### config.mk
export PLATFORM = sky130hd
export DESIGN_NAME = mc_ctrl_fsm
export DESIGN_NICKNAME = d
export VERILOG_FILES = /design/src/rtl/mc_ctrl_fsm.sv
export SDC_FILE = /design/constraint.sdc
export NUM_CORES = 1
export LEC_CHECK = 0
export CORE_MARGIN = 2
export CORE_UTILIZATION = 25
export CTS_BUF_LIST = sky130_fd_sc_hd__clkbuf_8
export DETAILED_ROUTE_END_ITERATION = 8
export PLACE_DENSITY = 0.54
export RECOVER_POWER = 25
export SETUP_SLACK_MARGIN = 0.3
export SLEW_MARGIN = 20
export SYNTH_ARGS = -nofsm -noshare
export SYNTH_HDL_FRONTEND = slang
export SYNTH_SLANG_ARGS = --single-unit
### constraint.sdc
create_clock -name clk -period 1.38 [get_ports clk]
set_input_delay 0.345 -clock clk [delete_from_list [all_inputs] [get_ports clk]]
set_output_delay 0.345 -clock clk [all_outputs]
set_load 0.03 [all_outputs]
### src/rtl/mc_ctrl_fsm.sv
// Multi-cycle control FSM for the IF/ID1/regfile/ALU/dmem datapath.
// Optional CTRL_STEP_EN adds a single-step input that gates each instruction.
module mc_ctrl_fsm #(
  parameter bit STRICT_DECODE = 1'b1
) (
  input  logic       clk,
  input  logic       rst,
`ifdef CTRL_STEP_EN
  input  logic       step,
`endif
  input  logic [6:0] opcode,
  input  logic [2:0] funct3,
  input  logic [6:0] funct7,
  input  logic       ZF,
  output logic       PC_Write,
  output logic       PC0_Write,
  output logic       IR_Write,
  output logic       Reg_Write,
  output logic       Mem_Write,
  output logic [3:0] ALU_OP,
  output logic       rs2_imm_s,
  output logic [1:0] w_data_s,
  output logic [1:0] pc_s,
  output logic [3:0] state,
  output logic       err
);

  typedef enum logic [3:0] {
    S_IDLE = 4'd0,  S_IF   = 4'd1,  S_ID   = 4'd2,
    S_EXR  = 4'd3,  S_EXI  = 4'd4,  S_WB   = 4'd5,
    S_ADDR = 4'd6,  S_MEMR = 4'd7,  S_LDWB = 4'd8,
    S_MEMW = 4'd9,  S_LUI  = 4'd10, S_BR   = 4'd11,
    S_JAL  = 4'd12, S_JALR = 4'd13, S_ERR  = 4'd15
  } state_t;

  localparam logic [6:0] OP_R    = 7'b0110011;
  localparam logic [6:0] OP_I    = 7'b0010011;
  localparam logic [6:0] OP_LD   = 7'b0000011;
  localparam logic [6:0] OP_ST   = 7'b0100011;
  localparam logic [6:0] OP_LUI  = 7'b0110111;
  localparam logic [6:0] OP_BR   = 7'b1100011;
  localparam logic [6:0] OP_JAL  = 7'b1101111;
  localparam logic [6:0] OP_JALR = 7'b1100111;
  localparam logic [6:0] F7_ALT  = 7'b0100000;

`ifdef CTRL_STEP_EN
  localparam state_t S_DONE = S_IDLE;
`else
  localparam state_t S_DONE = S_IF;
`endif

  state_t     st, nx, dec;
  logic       jalr_q, store_q;
  logic [3:0] alu_q, alu_d;
  logic       bad, br_taken;

  always_comb begin
    bad = 1'b0;
    case (opcode)
      OP_R: bad = !(funct7 == 7'd0 || funct7 == F7_ALT) ||
                  (funct7 == F7_ALT && funct3 != 3'b000 && funct3 != 3'b101);
      OP_I: bad = funct7 == F7_ALT && funct3 != 3'b000 && funct3 != 3'b101;
      OP_LD, OP_ST: bad = funct3 != 3'b010;
      OP_BR: bad = funct3 != 3'b000 && funct3 != 3'b001;
      default: bad = 1'b0;
    endcase
  end

  always_comb begin
    dec = S_ERR;
    unique case (1'b1)
      opcode == OP_R:    dec = S_EXR;
      opcode == OP_I:    dec = S_EXI;
      opcode == OP_LD:   dec = S_ADDR;
      opcode == OP_ST:   dec = S_ADDR;
      opcode == OP_LUI:  dec = S_LUI;
      opcode == OP_BR:   dec = S_BR;
      opcode == OP_JAL:  dec = S_JAL;
      opcode == OP_JALR: dec = S_EXI;
      default:           dec = S_ERR;
    endcase
    if (STRICT_DECODE && bad)
      dec = S_ERR;
  end

  // ALU function is latched at decode so S_WB can hold it
  always_comb begin
    alu_d = {1'b0, funct3};
    if (opcode == OP_R)
      alu_d = {funct7[5], funct3};
    else if (opcode == OP_JALR)
      alu_d = 4'b0000;
    else if (funct3 == 3'b101)
      alu_d = {funct7[5], 3'b101};
  end

  always_comb begin
    nx = st;
    case (st)
      S_IDLE: begin
`ifdef CTRL_STEP_EN
        nx = step ? S_IF : S_IDLE;
`else
        nx = S_IF;
`endif
      end
      S_IF:   nx = S_ID;
      S_ID:   nx = dec;
      S_EXR:  nx = S_WB;
      S_EXI:  nx = jalr_q ? S_JALR : S_WB;
      S_ADDR: nx = store_q ? S_MEMW : S_MEMR;
      S_MEMR: nx = S_LDWB;
      S_ERR:  nx = S_ERR;
      S_WB, S_LDWB, S_MEMW, S_LUI,
      S_BR, S_JAL, S_JALR: nx = S_DONE;
      default: nx = S_IDLE;
    endcase
  end

  always_ff @(posedge clk) begin
    if (rst) begin
      st      <= S_IDLE;
      jalr_q  <= 1'b0;
      store_q <= 1'b0;
      alu_q   <= 4'd0;
    end else begin
      st <= nx;
      if (st == S_IF) begin
        jalr_q  <= 1'b0;
        store_q <= 1'b0;
      end else if (st == S_ID) begin
        jalr_q  <= opcode == OP_JALR;
        store_q <= opcode == OP_ST;
        alu_q   <= alu_d;
      end
    end
  end

  assign br_taken = (funct3 == 3'b000 && ZF) ||
                    (funct3 == 3'b001 && !ZF);
  assign state = st;

  // outputs are forced idle while rst is high so no write leaks
  always_comb begin
    PC_Write  = 1'b0;
    PC0_Write = 1'b0;
    IR_Write  = 1'b0;
    Reg_Write = 1'b0;
    Mem_Write = 1'b0;
    ALU_OP    = 4'd0;
    rs2_imm_s = 1'b0;
    w_data_s  = 2'b00;
    pc_s      = 2'b00;
    err       = 1'b0;
    if (!rst) begin
      case (st)
        S_IF: begin
          IR_Write  = 1'b1;
          PC_Write  = 1'b1;
          PC0_Write = 1'b1;
        end
        S_EXR: ALU_OP = alu_q;
        S_EXI: begin
          ALU_OP    = alu_q;
          rs2_imm_s = 1'b1;
        end
        S_WB: begin
          Reg_Write = 1'b1;
          ALU_OP    = alu_q;
        end
        S_ADDR, S_MEMR: rs2_imm_s = 1'b1;
        S_LDWB: begin
          Reg_Write = 1'b1;
          w_data_s  = 2'b01;
        end
        S_MEMW: begin
          Mem_Write = 1'b1;
          rs2_imm_s = 1'b1;
        end
        S_LUI: begin
          Reg_Write = 1'b1;
          w_data_s  = 2'b10;
        end
        S_BR: begin
          ALU_OP = 4'b1000;
          if (br_taken) begin
            PC_Write = 1'b1;
            pc_s     = 2'b01;
          end
        end
        S_JAL: begin
          Reg_Write = 1'b1;
          w_data_s  = 2'b11;
          PC_Write  = 1'b1;
          pc_s      = 2'b01;
        end
        S_JALR: begin
          Reg_Write = 1'b1;
          w_data_s  = 2'b11;
          PC_Write  = 1'b1;
          pc_s      = 2'b10;
          rs2_imm_s = 1'b1;
        end
        S_ERR: err = 1'b1;
        default: ;
      endcase
    end
  end

endmodule

=== Word level (Yosys, flattened, before mapping) ===
Index checks and enable logic that the tools add are counted.

* Flip-flop bits (word level): 10
* Input port bits: 20
* Logic and storage cells: 86

* Bitwise gates (word level): 1
* Eq/ne operators: 28
* Multiplexer cells: 29
* Reductions and logical operators: 24

{| class="wikitable"
|+ Operator list
! cell !! number
|-
| 4-bit one-hot mux with 8 select lines || 1
|-
| 4-bit equality test, second input constant || 7
|-
| 7-bit by 6-bit equality test with 1-bit output, second input constant || 4
|-
| 4-bit 2-to-1 mux || 7
|-
| 4-bit one-hot mux with 6 select lines || 1
|-
| 7-bit equality test, second input constant || 3
|-
| 4-bit by 3-bit equality test with 1-bit output, second input constant || 4
|-
| 1-bit 2-to-1 mux || 13
|-
| 2-bit one-hot mux with 3 select lines || 2
|-
| 5-bit OR reduction || 2
|-
| 4-bit by 2-bit equality test with 1-bit output, second input constant || 2
|-
| 4-bit one-hot mux with 2 select lines || 1
|-
| 2-bit OR reduction || 4
|-
| 8-bit OR reduction || 1
|-
| 7-bit by 2-bit equality test with 1-bit output, second input constant || 1
|-
| 7-bit by 5-bit equality test with 1-bit output, second input constant || 1
|-
| 7-bit zero test || 1
|-
| 3-bit OR reduction || 2
|-
| 1-bit logical AND || 5
|-
| 4-bit by 1-bit equality test with 1-bit output, second input constant || 1
|-
| 4-bit zero test || 1
|-
| 2-bit 2-to-1 mux || 2
|-
| 1-bit one-hot mux with 4 select lines || 1
|-
| 3-bit by 1-bit equality test with 1-bit output, second input constant || 1
|-
| 11 further kinds || 14
|}

=== Depth between registers and ports, before layout ===
* Depth after elaboration: 7
* Gate-level depth with buffers: 6
* Gate-level depth less buffers: 5

=== Worst setup path after synthesis ===
No wires, ideal clock.

* Path kind: flip-flop to output port
* Start point: reg st[2], in the netlist state[2]
* End point: out Reg_Write
* Path buffers: 0
* Cell stages (with the launch flop): 3
* Required time: 1.035 ns
* Setup slack: -0.827 ns
* Data arrival time: 1.862 ns
* Cells stage by stage: dfxtp_1 and2b_1 nor4b_1

* Word-level cells in the longest chain between the ends: 4
* Elaborated cells on any way between the ends: 8
* Those cells by class: eq/ne: 5; mux: 2; reduce/logical: 1

{| class="wikitable"
|+ RTL lines
! element !! RTL line !! source
|-
| start: declaration || 52 || <nowiki>state_t st, nx, dec;</nowiki>
|-
| start signal: assignment || 127 || <nowiki>st <= nx;</nowiki>
|-
| 4-bit equality test or 4-bit by 3-bit equality test with 1-bit output (tied branches) || 156 || <nowiki>case (st)</nowiki>
|-
| 5-bit OR reduction (no line) (*) || - ||
|-
| 1-bit 2-to-1 mux (*) || 156 ||
|-
| 1-bit 2-to-1 mux (*) || 155 || <nowiki>if (!rst) begin</nowiki>
|-
| end: declaration || 18 || <nowiki>output logic Reg_Write,</nowiki>
|}

Mark *: on every way between the ends. The rest lies on a longest branch, timed or not.

=== Worst setup path in the final report ===
* Start point: reg st[2], in the netlist state[2]
* End point: out ALU_OP[1]

* Word-level cells in the longest chain between the ends: 4
* Elaborated cells on any way between the ends: 7
* Those cells by class: eq/ne: 4; mux: 2; reduce/logical: 1

{| class="wikitable"
|+ RTL lines
! element !! RTL line !! source
|-
| 4-bit by 3-bit equality test with 1-bit output or 4-bit by 2-bit equality test with 1-bit output (tied branches) || 156 ||
|-
| 3-bit OR reduction (no line) || - ||
|-
| 4-bit one-hot mux with 2 select lines (*) || 156 ||
|-
| 4-bit 2-to-1 mux (*) || 155 ||
|-
| end: declaration || 20 || <nowiki>output logic [3:0] ALU_OP,</nowiki>
|}

Marks and branches as above.

==> results.toml <==
[hold_path]
worstHoldPathType = "register to register"
worstHoldStart = "jalr_q$_SDFFE_PP0P_"

[floorplan]
dieHeight_um = 67.67
ios = 39
start_util_pct = 25.71
core-area_sq_um = 3943
fp.dieW_um = 67.67
dieArea_sq_um = 4579
fp-row-count = 23

[route]
ant_nets = 0
routed_via_density = 5.105
drt-total-wl_mm = 4.193
firstDrtPassIters = 4
num_vias = 1455
wl_per_cell_um = 14.71
drcViolationCount = 0
drt_iter0_markers = 48

[critical_path]
cp_data_required_time_ps = 1030
crit_path_start = "state[2]$_SDFF_PP0_"
cp_max_fo = 3
rr_startpoint = "state[3]$_SDFF_PP0_"
crit_arrival_ps = 1480
r2r_setup_slack_ps = -80
crit_type = "register to output port"
worst_setup_path_end_kind = "output port"
start_kind = "register"

[clock_tree]
numCtsBuffers = 3
cts_sinks = 10
clkSlewWorstSetupHoldPaths_ps = 50
clock_path_buffers = 2
root_buffer = "clkbuf_8"
cts_hold_buf = 0
h-tree-depth = 1
insertion_delay_ps = 240
cts_tree = "yes"

[timing]
period_share_pct = 132.5
worst_pin_slew_ps = 306.1
rsz0062_at_grt = "yes"
skew_ps = 4.269
slew_violations = 0
max_freq_mhz = 546.8
hold_viol_final = 0
max_slew_margin_pct = 79.55
setup_viol = 24
timing.final.ws_setup_ps = -448.8
post-route-min-period_ps = 1829

[yosys]
async_flop_share_pct = 0
synth_edf_count = 0
synth_area_leaders = "dfxtp_1 (20%), nor2_1 (7.4%), a21oi_1 (4.4%), nor3_1 (4.0%), a22oi_1 (3.7%)"
syn_area_sq_um = 1013
yosysTopAreaCellShare_pct = 19.75
postSynthAreaPerCell_sq_um = 7.137
synth.distinct_cells = 51
yosysWarningCount = 0
synth.net_count = 162
synth_top_cell_by_area = "dfxtp_1"
yosysSeqAreaShare_pct = 19.75
synthFlopType = "dfxtp_1"
ys_ff_latch = 10
netlist_instances = 142

[cells_and_area]
final_common_cell = "buf_4"
antenna_cells = 0
drive_gt1_share_pct = 71.06
fin_nets = 256
syn_to_final_growth_pct = 140.5
mostFrequentLayoutCells = "buf_4 (43), buf_6 (30), nor2_4 (8), nor2_1 (8), dlygate4sd2_1 (7)"

[power_and_ir_drop]
fin_total_pwr_w = 0.002476
p_int_w = 0.001459
p_per_area_nw_per_um2 = 1016
swShare_pct = 41.05
p_seq_share_pct = 16.6
combPwrFrac_pct = 70.7
vdd_drop_max_uv = 541.2
power.net_switching_w = 0.001016
p_clk_share_pct = 12.7
power_leakage_nw = 0.9990

[global_route]
grt_pass1_wl_mm = 6.085
grt_start_max_net_pins = 12
gr-total-overflow = 0
grt_pass1_vias = 1319
track_usage_pct = 17.51
antenna_found_initial = 0

[placement]
io_buffers = 38
gp_congestion = 0.8901
place_ws_ps = -609.8
place_hpwl_mm = 2.968

[run_status]
status = "finished with violations"
violations = "setup timing"

[job]
maxCapViolations = 0
through the flow:
step | cell area (sq um) | cells | utilization, % | setup TNS, ps | hold slack (ps)
after global routing | 2437 | 285 | 61.82 | -7258 | 504.9
final | 2437 | 285 | 61.82 | -5910 | 486.4
after CTS | 2185 | 276 | 55.41 | -5176 | 469.1
after detailed placement | 1911 | 267 | 48.46 | -11480 | 478.3
after floorplan | 1252 | 142 | - | -2010 | 418.0
after global placement | 1911 | 267 | 48.46 | -11220 | 470.2
kinds of logic (layout without fill, tap and decap cells):
group / after synthesis / in the layout / share of synthesized area (%)
mux: 2 / 2 / 2.099
flops: 10 / 10 / 19.75
xor+xnor: 4 / 4 / 3.457
simple gates: 68 / 68 / 36.54
compound gates: 47 / 47 / 32.84
buf+inv: 11 / 104 / 5.308
sequential cells by signal, indices dropped and copies added (netlist names):
| signal | cells |
|---|---|
| alu_q | 4 |
| jalr_q | 1 |
| state | 4 |
| store_q | 1 |
metal layers:
| metal | share of wire, % | routed length, um | GRT usage (%) | up-vias |
|---|---|---|---|---|
| met4 | 0 | 0 | 2.296 | 0 |
| met2 | 52 | 2193 | 30.88 | 36 |
| met3 | 3.8 | 158 | 3.333 | 0 |
| li1 | - | - | - | 710 |
| met1 | 44 | 1842 | 22.48 | 709 |
| met5 | 0 | 0 | 0 | - |
worst paths after layout:
kind	end	cells after the start
hold / removal	jalr_q$_SDFFE_PP0P_	2
setup / recovery	ALU_OP[1]	5
setup reg to reg	alu_q[3]$_SDFFE_PP0P_	7
hold reg to reg	jalr_q$_SDFFE_PP0P_	2
power groups by stage:
stage	clock, W	combinational, W	sequential [W]
after global routing	0.000330	0.00185	0.000416
after floorplan	0	0.000745	0.000432
after global placement	0	0.00125	0.000393
after CTS	0.000313	0.00148	0.000391
after detailed placement	0	0.00126	0.000393
final	0.000314	0.00175	0.000411
worst max-delay path, cell delays in order (launching register included):
cell	delay, ps
dfxtp_4	340
and2b_2	240
nand2_4	70
a211oi_4	270
and2_4	200
buf_6	120
Yosys cell counts (2+ instances only):
cell type,n
o21a_1,3
a211oi_2,2
nor3_1,8
and2b_1,2
a21o_1,2
a31oi_1,2
o22ai_1,2
and2_1,3
dfxtp_1,10
a21oi_1,9
nor3b_1,3
nand2b_1,5
nor2b_1,4
o21ai_0,6
nor2_1,20
buf_2,7
a22oi_1,5
inv_1,2
nand2_1,9
a211oi_1,3
xnor2_1,3
o21ai_1,2
nand3_1,2
layout make-up:
class | count | area [sq um]
flip-flops and latches | 10 | 215.2
well taps | 50 | 62.56
clock inverters | 1 | 3.754
fillers | 317 | 1505
repair buffers | 98 | 934.6
inverters | 2 | 7.507
clock buffers | 3 | 41.29
multi-input cells | 121 | 1172
timing repair:
item,in CTS,in global routing
gates resized for setup,93,45
cloned,0,2
pin swaps,31,24
setup endpoints to repair,29,29
buffers inserted,5,7
(Power assumes the default switching activity.)
